==> src/rtl/bsg_clk_gen_monitor_ctrl.sv <==
// Frequency monitor: counts rising edges of one selected divided clock over a
// programmable window of reference cycles, optionally sweeping every input clock.
module bsg_clk_gen_monitor_ctrl #(
    parameter int num_clks_p      = 4,
    parameter int count_width_p   = 16,
    parameter int window_width_p  = 16,
    parameter int settle_cycles_p = 4,
    localparam int sel_width_lp   = $clog2(num_clks_p)
) (
    input  logic                      clk_i,
    input  logic                      reset_i,
    input  logic [num_clks_p-1:0]     clk_monitor_i,
    input  logic                      start_v_i,
    output logic                      start_ready_o,
    input  logic [sel_width_lp-1:0]   start_sel_i,
    input  logic                      start_sweep_i,
    input  logic [window_width_p-1:0] window_i,
    output logic                      v_o,
    input  logic                      ready_i,
    output logic [count_width_p-1:0]  count_o,
    output logic [sel_width_lp-1:0]   id_o,
    output logic                      ovf_o,
    output logic                      last_o,
    output logic [1:0]                state_o
);

    localparam logic [1:0] IDLE    = 2'd0;
    localparam logic [1:0] SETTLE  = 2'd1;
    localparam logic [1:0] MEASURE = 2'd2;
    localparam logic [1:0] DONE    = 2'd3;

    localparam int settle_w_lp = $clog2(settle_cycles_p + 1);
    localparam int timer_w_lp  = (window_width_p > settle_w_lp) ? window_width_p : settle_w_lp;

    localparam logic [timer_w_lp-1:0]    settle_init_lp = timer_w_lp'(settle_cycles_p - 1);
    localparam logic [sel_width_lp-1:0]  last_sel_lp    = sel_width_lp'(num_clks_p - 1);
    localparam logic [count_width_p-1:0] count_max_lp   = {count_width_p{1'b1}};

    logic [1:0]                state;
    logic [timer_w_lp-1:0]     timer;
    logic [window_width_p-1:0] window_r;
    logic                      sweep_r;
    logic [sel_width_lp-1:0]   sel_r;
    logic [count_width_p-1:0]  count_r;
    logic                      ovf_r;
    logic                      sync1, sync2, hist;
    logic                      mon_sel;
    logic                      edge_det;
    logic [sel_width_lp-1:0]   sel_clamped;

    assign mon_sel     = clk_monitor_i[sel_r];
    assign edge_det    = sync2 & ~hist;
    assign sel_clamped = (start_sel_i > last_sel_lp) ? last_sel_lp : start_sel_i;

    // Both handshakes are valid/ready: a transfer happens on a cycle where valid
    // and ready are both high; valid-side data is held stable until that cycle.
    always_ff @(posedge clk_i or posedge reset_i) begin
        if (reset_i) begin
            state    <= IDLE;
            timer    <= '0;
            window_r <= '0;
            sweep_r  <= 1'b0;
            sel_r    <= '0;
            count_r  <= '0;
            ovf_r    <= 1'b0;
            sync1    <= 1'b0;
            sync2    <= 1'b0;
            hist     <= 1'b0;
        end else begin
            sync1 <= mon_sel;
            sync2 <= sync1;
            hist  <= sync2;
            case (state)
                IDLE: begin
                    if (start_v_i) begin
                        window_r <= window_i;
                        sweep_r  <= start_sweep_i;
                        sel_r    <= start_sweep_i ? '0 : sel_clamped;
                        count_r  <= '0;
                        ovf_r    <= 1'b0;
                        timer    <= settle_init_lp;
                        state    <= SETTLE;
                    end
                end
                SETTLE: begin
                    // Synchronizer still holds the previous clock's samples here.
                    if (timer == '0) begin
                        if (window_r == '0) begin
                            state <= DONE;
                        end else begin
                            timer <= timer_w_lp'(window_r - 1'b1);
                            state <= MEASURE;
                        end
                    end else begin
                        timer <= timer - 1'b1;
                    end
                end
                MEASURE: begin
                    if (edge_det) begin
                        if (count_r == count_max_lp) ovf_r   <= 1'b1;
                        else                         count_r <= count_r + 1'b1;
                    end
                    if (timer == '0) state <= DONE;
                    else             timer <= timer - 1'b1;
                end
                DONE: begin
                    if (ready_i) begin
                        if (sweep_r && (sel_r != last_sel_lp)) begin
                            sel_r   <= sel_r + 1'b1;
                            count_r <= '0;
                            ovf_r   <= 1'b0;
                            timer   <= settle_init_lp;
                            state   <= SETTLE;
                        end else begin
                            state <= IDLE;
                        end
                    end
                end
                default: state <= IDLE;
            endcase
        end
    end

    assign start_ready_o = (state == IDLE);
    assign v_o           = (state == DONE);
    assign count_o       = count_r;
    assign id_o          = sel_r;
    assign ovf_o         = ovf_r;
    assign last_o        = (state == DONE) & (~sweep_r | (sel_r == last_sel_lp));
    assign state_o       = state;

endmodule

==> config.mk <==
export PLATFORM = sky130hd
export DESIGN_NAME = bsg_clk_gen_monitor_ctrl
export DESIGN_NICKNAME = d
export VERILOG_FILES = /design/src/rtl/bsg_clk_gen_monitor_ctrl.sv
export SDC_FILE = /design/constraint.sdc
export NUM_CORES = 1
export LEC_CHECK = 0
export CAP_MARGIN = 20
export CORE_MARGIN = 1.5
export CORE_UTILIZATION = 49
export DETAILED_ROUTE_END_ITERATION = 8
export MAX_ROUTING_LAYER = met4
export PLACE_DENSITY = 0.78
export SYNTH_ARGS = -nofsm -noshare
export SYNTH_HDL_FRONTEND = slang
export SYNTH_SLANG_ARGS = --single-unit
==> constraint.sdc <==
create_clock -name clk_i -period 2.1 [get_ports clk_i]
set_clock_uncertainty 0.05 [all_clocks]
set_input_delay 0.525 -clock clk_i [delete_from_list [all_inputs] [get_ports clk_i]]
set_output_delay 0.525 -clock clk_i [all_outputs]
set_load 0.01 [all_outputs]
After elaboration in Yosys (flattened, before gate mapping). Cells that the tools add are included. W data, S select, Z words.

Add/sub/neg operators: 4. Multiply operators: 0. Divide/modulo/power cells: 0. Order comparisons: 2. Eq/ne operators: 16. Shifts and indexed selects: 0. Muxes and demuxes: 34. Bitwise operators: 5. Reduce and logical (&&, ||, !) cells: 12.

Operators with widths (number): $mux W16 (11); $pmux W16 S4 (1); $pmux W16 S3 (1); $logic_not A16 Y1 (2); $sub A16 B1 Y16 const B (2); $mux W2 (9); $add A16 B1 Y16 const B (1); $eq A16 B16 Y1 const B (1); $ne A2 B2 Y1 const B (8); $reduce_and A6 Y1 (2); $mux W1 (8); $pmux W2 S4 (1); $reduce_and A4 Y1 (2); $eq A2 B2 Y1 const B (3); $reduce_and A5 Y1 (1); $ne A2 B1 Y1 const B (2); $pmux W2 S2 (1); $lt A2 B3 Y1 const B (1); $ne A3 B3 Y1 const B (1); $pmux W1 S3 (1); $reduce_bool A3 Y1 (1); $add A2 B1 Y2 const B (1); $and A1 B1 Y1 (2); $bmux W1 S2 (1); other kinds (8) (9).

Bits in registers: 57. Latch bits: 0. RAM bits: 0. Memory bits (read-only): 0. Input bits: 27. Output and inout port bits: 24. Memories kept: 0.

Longest topological paths before layout. Gate-level depths: netlist (run 1).

Depth in word-level cells: 5. Gate-level depth with buffers: 9.

Worst setup path after synthesis (run 1). No wires, ideal clock.

Kind: reg2reg. Start: register state[0], in the netlist state_o[0]. End: register count_r[5], in the netlist count_o[5]. Setup time: 0.132 ns. Data arrival time: 2.046 ns. Path slack: -0.128 ns. Cell stages (with the launch flop): 10. Buffers on the path: 1. Period minus slack after synthesis: 2.228 ns. Cells stage by stage: dfrtp_1 > inv_1 > ha_1 > nand2b_1 > a21boi_2 > o311ai_4 > buf_4 > nor3_1 > xnor2_1 > nor2_1.

Longest elaborated chain between the ends: 3. Elaborated cells between the ends (all ways): 11. Classes of those cells: 7 x eq/ne; 1 x mux; 3 x reduce/logical.

Ends and longest elaborated chain: start, declared (RTL line 39) `logic [1:0] state;`; start signal, assigned (RTL line 59) `state <= IDLE;`; start signal, assigned (RTL line 82) `state <= SETTLE;`; start signal, assigned (RTL line 89) `state <= DONE;`; $logic_not A2 Y1 (*); via start_ready_o (RTL line 14) `output logic start_ready_o,`; $ne A2 B2 Y1 (no source line) or $reduce_bool A3 Y1 (tied branches); $reduce_and A6 Y1 (no source line); end signal, assigned (RTL line 101) `else count_r <= count_r + 1'b1;`; end, declared (RTL line 44) `logic [count_width_p-1:0] count_r;`.

Mark *: on every way through the listed nets, which the timed path passes. The rest lies on a longest branch. A chain may end at the register's enable or synchronous reset.

Final worst setup path (run 1).
Start: register timer[0]. End: register timer[5].

Longest elaborated chain between the ends: 3. Elaborated cells between the ends (all ways): 8. Classes of those cells: 1 x add/sub; 2 x eq/ne; 3 x mux; 2 x reduce/logical.

Ends and longest elaborated chain: start, declared (RTL line 40) `logic [timer_w_lp-1:0] timer;`; start signal, assigned (RTL line 81) `timer <= settle_init_lp;`; start signal, assigned (RTL line 91) `timer <= timer_w_lp'(window_r - 1'b1);`; start signal, assigned (RTL line 95) `timer <= timer - 1'b1;`; $sub A16 B1 Y16 or $logic_not A16 Y1 (tied branches); $mux W16, or another cell as far along (RTL line 103) `if (timer == '0) state <= DONE;`; $pmux W16 S4 or $reduce_and A5 Y1 (tied branches).

Several ways; a longest one is shown, not always the timed one. The select of a mux whose other input is x is not followed.

==> results.md, run 1 <==
* DR vias/cell at between 6 and 7
* Tmin final at 2.302 ns
* WHS Endpoint: sync2$_DFF_PP0_
* Root Driver: clkbuf_8
* Area leader, netlist: dfrtp_1
* Rows at 30
* GR Overflow Total at 0
* Clock Pin Slew Worst Setup and Hold Paths at about 0.07 ns
* RSZ-0062 raised after global routing: yes
* Sequential-to-total area share from yosys stat at 0.4173
* Synth warn at 0
* Period utilization at 1.096
* Crit end category: flop
* Hold Path Class: flop to flop
* DR pass1 iterations at 5
* Share of layout cells above drive strength 1 at 0.3571
* Post-synth EDFFs at 0
* DR vias at about 3600
* Design Power at around 8.3 mW
* Area contributors post-synth: dfrtp_1 (42%), xnor2_1 (6.9%), mux2_2 (5.6%)
* Total wire length at about 12000 µm
* Post-Syn Area at 3418 µm²
* CTS buffer count at 9
* Setup violators final at 20
* Htree depth at 3
* Crit path top cell by count: buf_6
* R2R setup slack at -0.20 ns
* Top FF cell, synth: dfrtp_1
* Global-route wire length before repair at 16660 µm
* Layout Nets at 520
* Post-Syn Instances at between 300 and 400
* Setup crit start kind: flop
* GP Congestion at 0.9357
* Slew HR at 0.5934
* Core footprint at roughly 6800 µm²
* Die span in y at a little under 90 µm
* TritonCTS clock tree: yes
* Area growth, synth to finish at 50.00%
* Status: complete, but fails checks
* Starting Density at 0.5059
* Pwr per Cell Area at ~1600 nW/µm²
* Syn_area_per_cell at around 10 µm²
* Yosys cell types at 64
* Hold path startpoint: sync1$_DFF_PP0_
* Vias in the first global route at roughly 3400
* Max VDD drop at a little under 0.0008 V
* Clk Latency, worst-skew pair at between 0.3 and 0.4 ns
* Critical-path maximum fanout at 5
* CP cell instances: inv_2 > ha_4 > nor4b_4 > nand4_4 > buf_6 > o21ai_4 > buf_6 > o22ai_2 > a22o_1
* Die width at 86.52 µm
* Slew @ Worst Pin at about 0.61 ns
* Post-route ant nets at 0
* CTS Hold Buffers Added at 0
* Failing checks: negative setup slack
* Commonest non-fill, non-tap cells in the layout: buf_4 (76), dfrtp_1 (57), clkdlybuf4s50_1 (47)
* Commonest non-fill, non-tap cell in the layout: buf_4
* ANT cells at 0
* Max Buffers Root-to-Sink at 2
* Pre-CTS worst setup slack at -0.2770 ns
* Filler cell count at between 400 and 500
* Slowest-stage cell, CP: dfrtp_1
* Initial antenna violation count at 0
* Reg-to-Reg End: timer[5]$_DFFE_PP0P_
* Fin cells at 570
* Max Cap Violations at 0
* Die area at roughly 7500 µm²
* Area share of the largest cell type after synthesis at 0.4173
* Worst path max stage delay at 0.41 ns
* Pin count of the biggest net entering global routing at between 50 and 60
* Routed WL per cell at around 20 µm
* GRT Util Overall at 0.2957
* Leak Pwr at around 2.2 nW
* Final setup margin at -0.2020 ns
* FF-to-FF Start: timer[0]$_DFFE_PP0P_
* I/O Buffers at 50
* Inst Count DP at roughly 530
* Max-slew violation count at 0
* Hold Fails Final Rpt at 0
* Max Freq at 434.4 MHz
* #FFs+latches synth at 57
* IO Pins at between 50 and 60
* Residual DRC at 0
* R2R depth at 9
* Hold_ws at 0.3070 ns
* HPWL after DPL at roughly 6500 µm
* Iter 0 DRT Violations at about 380
* Mapped Nets at about 380
* Hold Path Depth at 0
* Ys async rst share at 1.000
* CP Class: flop to flop
* Worst path required time at between 2 and 2.5 ns
* Critical path arrival at between 2 and 2.5 ns
* Sink Count at 57
how the worst max path moves through the flow:
| stage | start | end | slack, ns |
|---|---|---|---|
| 2_1_floorplan | window_r[0]$_DFFE_PP0P_ | timer[5]$_DFFE_PP0P_ | -0.02 |
| 3_3_place_gp | ready_i | timer[12]$_DFFE_PP0P_ | -0.18 |
| 3_5_place_dp | ready_i | count_o[7]$_DFFE_PP0P_ | -0.28 |
| 4_1_cts | window_r[0]$_DFFE_PP0P_ | timer[5]$_DFFE_PP0P_ | -0.09 |
| 5_1_grt | window_r[1]$_DFFE_PP0P_ | timer[13]$_DFFE_PP0P_ | -0.32 |
| 6_report | timer[0]$_DFFE_PP0P_ | timer[5]$_DFFE_PP0P_ | -0.20 |
critical path: cells and delay by family, from the launching register on:
kind                     cells  cell delay, ns
AO/OA/AOI/OAI                3            0.44
adder cells (fa/ha/maj)      1            0.14
AND/OR/NAND/NOR              2            0.67
buffers and inverters        3            0.46
flip-flops                   1            0.41
final cells by class:
cell class / count / area, µm² / share of cell area
Multi-Input combinational cell: 258 / 2090 / 0.4075
Sequential cell: 57 / 1426 / 0.2782
Timing Repair Buffer: 138 / 1230 / 0.2399
Clock buffer: 9 / 123.9 / 0.02416
Tap cell: 80 / 100.1 / 0.01952
Clock inverter: 7 / 78.83 / 0.01537
Inverter: 21 / 78.83 / 0.01537
synth_stat cells, types with 4 or more instances:
master     n
xnor2_1   27
nand3_1    9
or3_1      4
nand2_1   24
a21oi_1   12
nor4_1    11
clkbuf_1   4
o21ai_0   18
inv_1     21
buf_2      5
nor3_1    19
ha_1       8
dfrtp_1   57
nor2_1    32
mux2_2    17
o22ai_1    7
a22o_1     5
power by group:
part | switching, mW | total [mW] | leakage [nW] | internal [mW]
combinational | 2.83 | 5.43 | 1.33 | 2.60
clock | 0.518 | 1.08 | 0.104 | 0.559
sequential | 0.337 | 1.80 | 0.736 | 1.46
through the flow:
stage	setup TNS, ns	area [µm²]	utilization
5_1_grt	-4.141	5127	0.7589
2_1_floorplan	-0.05902	3436	-
3_5_place_dp	-5.185	4518	0.6687
4_1_cts	-0.6644	4947	0.7322
3_3_place_gp	-4.061	4518	0.6687
6_report	-2.546	5127	0.7589
flip-flops by register name, indices dropped and copies added, names as in the netlist, 2 cells and up:
signal	count
window_r	16
timer	16
count_o	16
id_o	2
state_o	2
layer usage:
| metal | share of wire | routed length (µm) | track usage | vias to the layer above |
|---|---|---|---|---|
| li1 | - | - | - | 1559 |
| met1 | 0.38 | 4341 | 0.3530 | 1695 |
| met2 | 0.48 | 5576 | 0.4716 | 269 |
| met3 | 0.091 | 1056 | 0.07714 | 74 |
| met4 | 0.049 | 571 | 0.1320 | 0 |
| met5 | 0 | 0 | - | - |
logic make-up after synthesis:
family                   Yosys count  share of synthesized area
AO/OA/AOI/OAI                     76                     0.1662
XOR/XNOR                          29                    0.07431
multiplexers                      18                    0.06259
adder cells (fa/ha/maj)            8                    0.02928
buffers and inverters             32                    0.04026
flip-flops                        57                     0.4173
AND/OR/NAND/NOR                  126                     0.2101
what timing repair did:
| item | CTS | global route |
|---|---|---|
| pin swaps | 12 | 11 |
| endpoints found under the setup margin | 19 | 35 |
| buffers inserted | 18 | 3 |
| resized for setup | 31 | 30 |
| cloned | 0 | 1 |
(Power assumes the default switching activity.)
==> run 2, diff against run 1 <==
--- a/config.mk
+++ b/config.mk
@@ -8,6 +8,7 @@
 export CAP_MARGIN = 20
 export CORE_MARGIN = 1.5
 export CORE_UTILIZATION = 49
+export CTS_CLUSTER_DIAMETER = 120
 export DETAILED_ROUTE_END_ITERATION = 8
 export MAX_ROUTING_LAYER = met4
 export PLACE_DENSITY = 0.78
==> results of run 2 <==
Same layout as run 1: the final DEF is identical, and so are final timing and power.
==> run 3, diff against run 2 <==
--- a/config.mk
+++ b/config.mk
@@ -5,11 +5,12 @@
 export SDC_FILE = /design/constraint.sdc
 export NUM_CORES = 1
 export LEC_CHECK = 0
-export CAP_MARGIN = 20
+export CAP_MARGIN = 30
 export CORE_MARGIN = 1.5
 export CORE_UTILIZATION = 49
 export CTS_CLUSTER_DIAMETER = 120
 export DETAILED_ROUTE_END_ITERATION = 8
+export HOLD_SLACK_MARGIN = 0.15
 export MAX_ROUTING_LAYER = met4
 export PLACE_DENSITY = 0.78
 export SYNTH_ARGS = -nofsm -noshare
==> results of run 3 <==
Same layout as run 1: the final DEF is identical, and so are final timing and power.
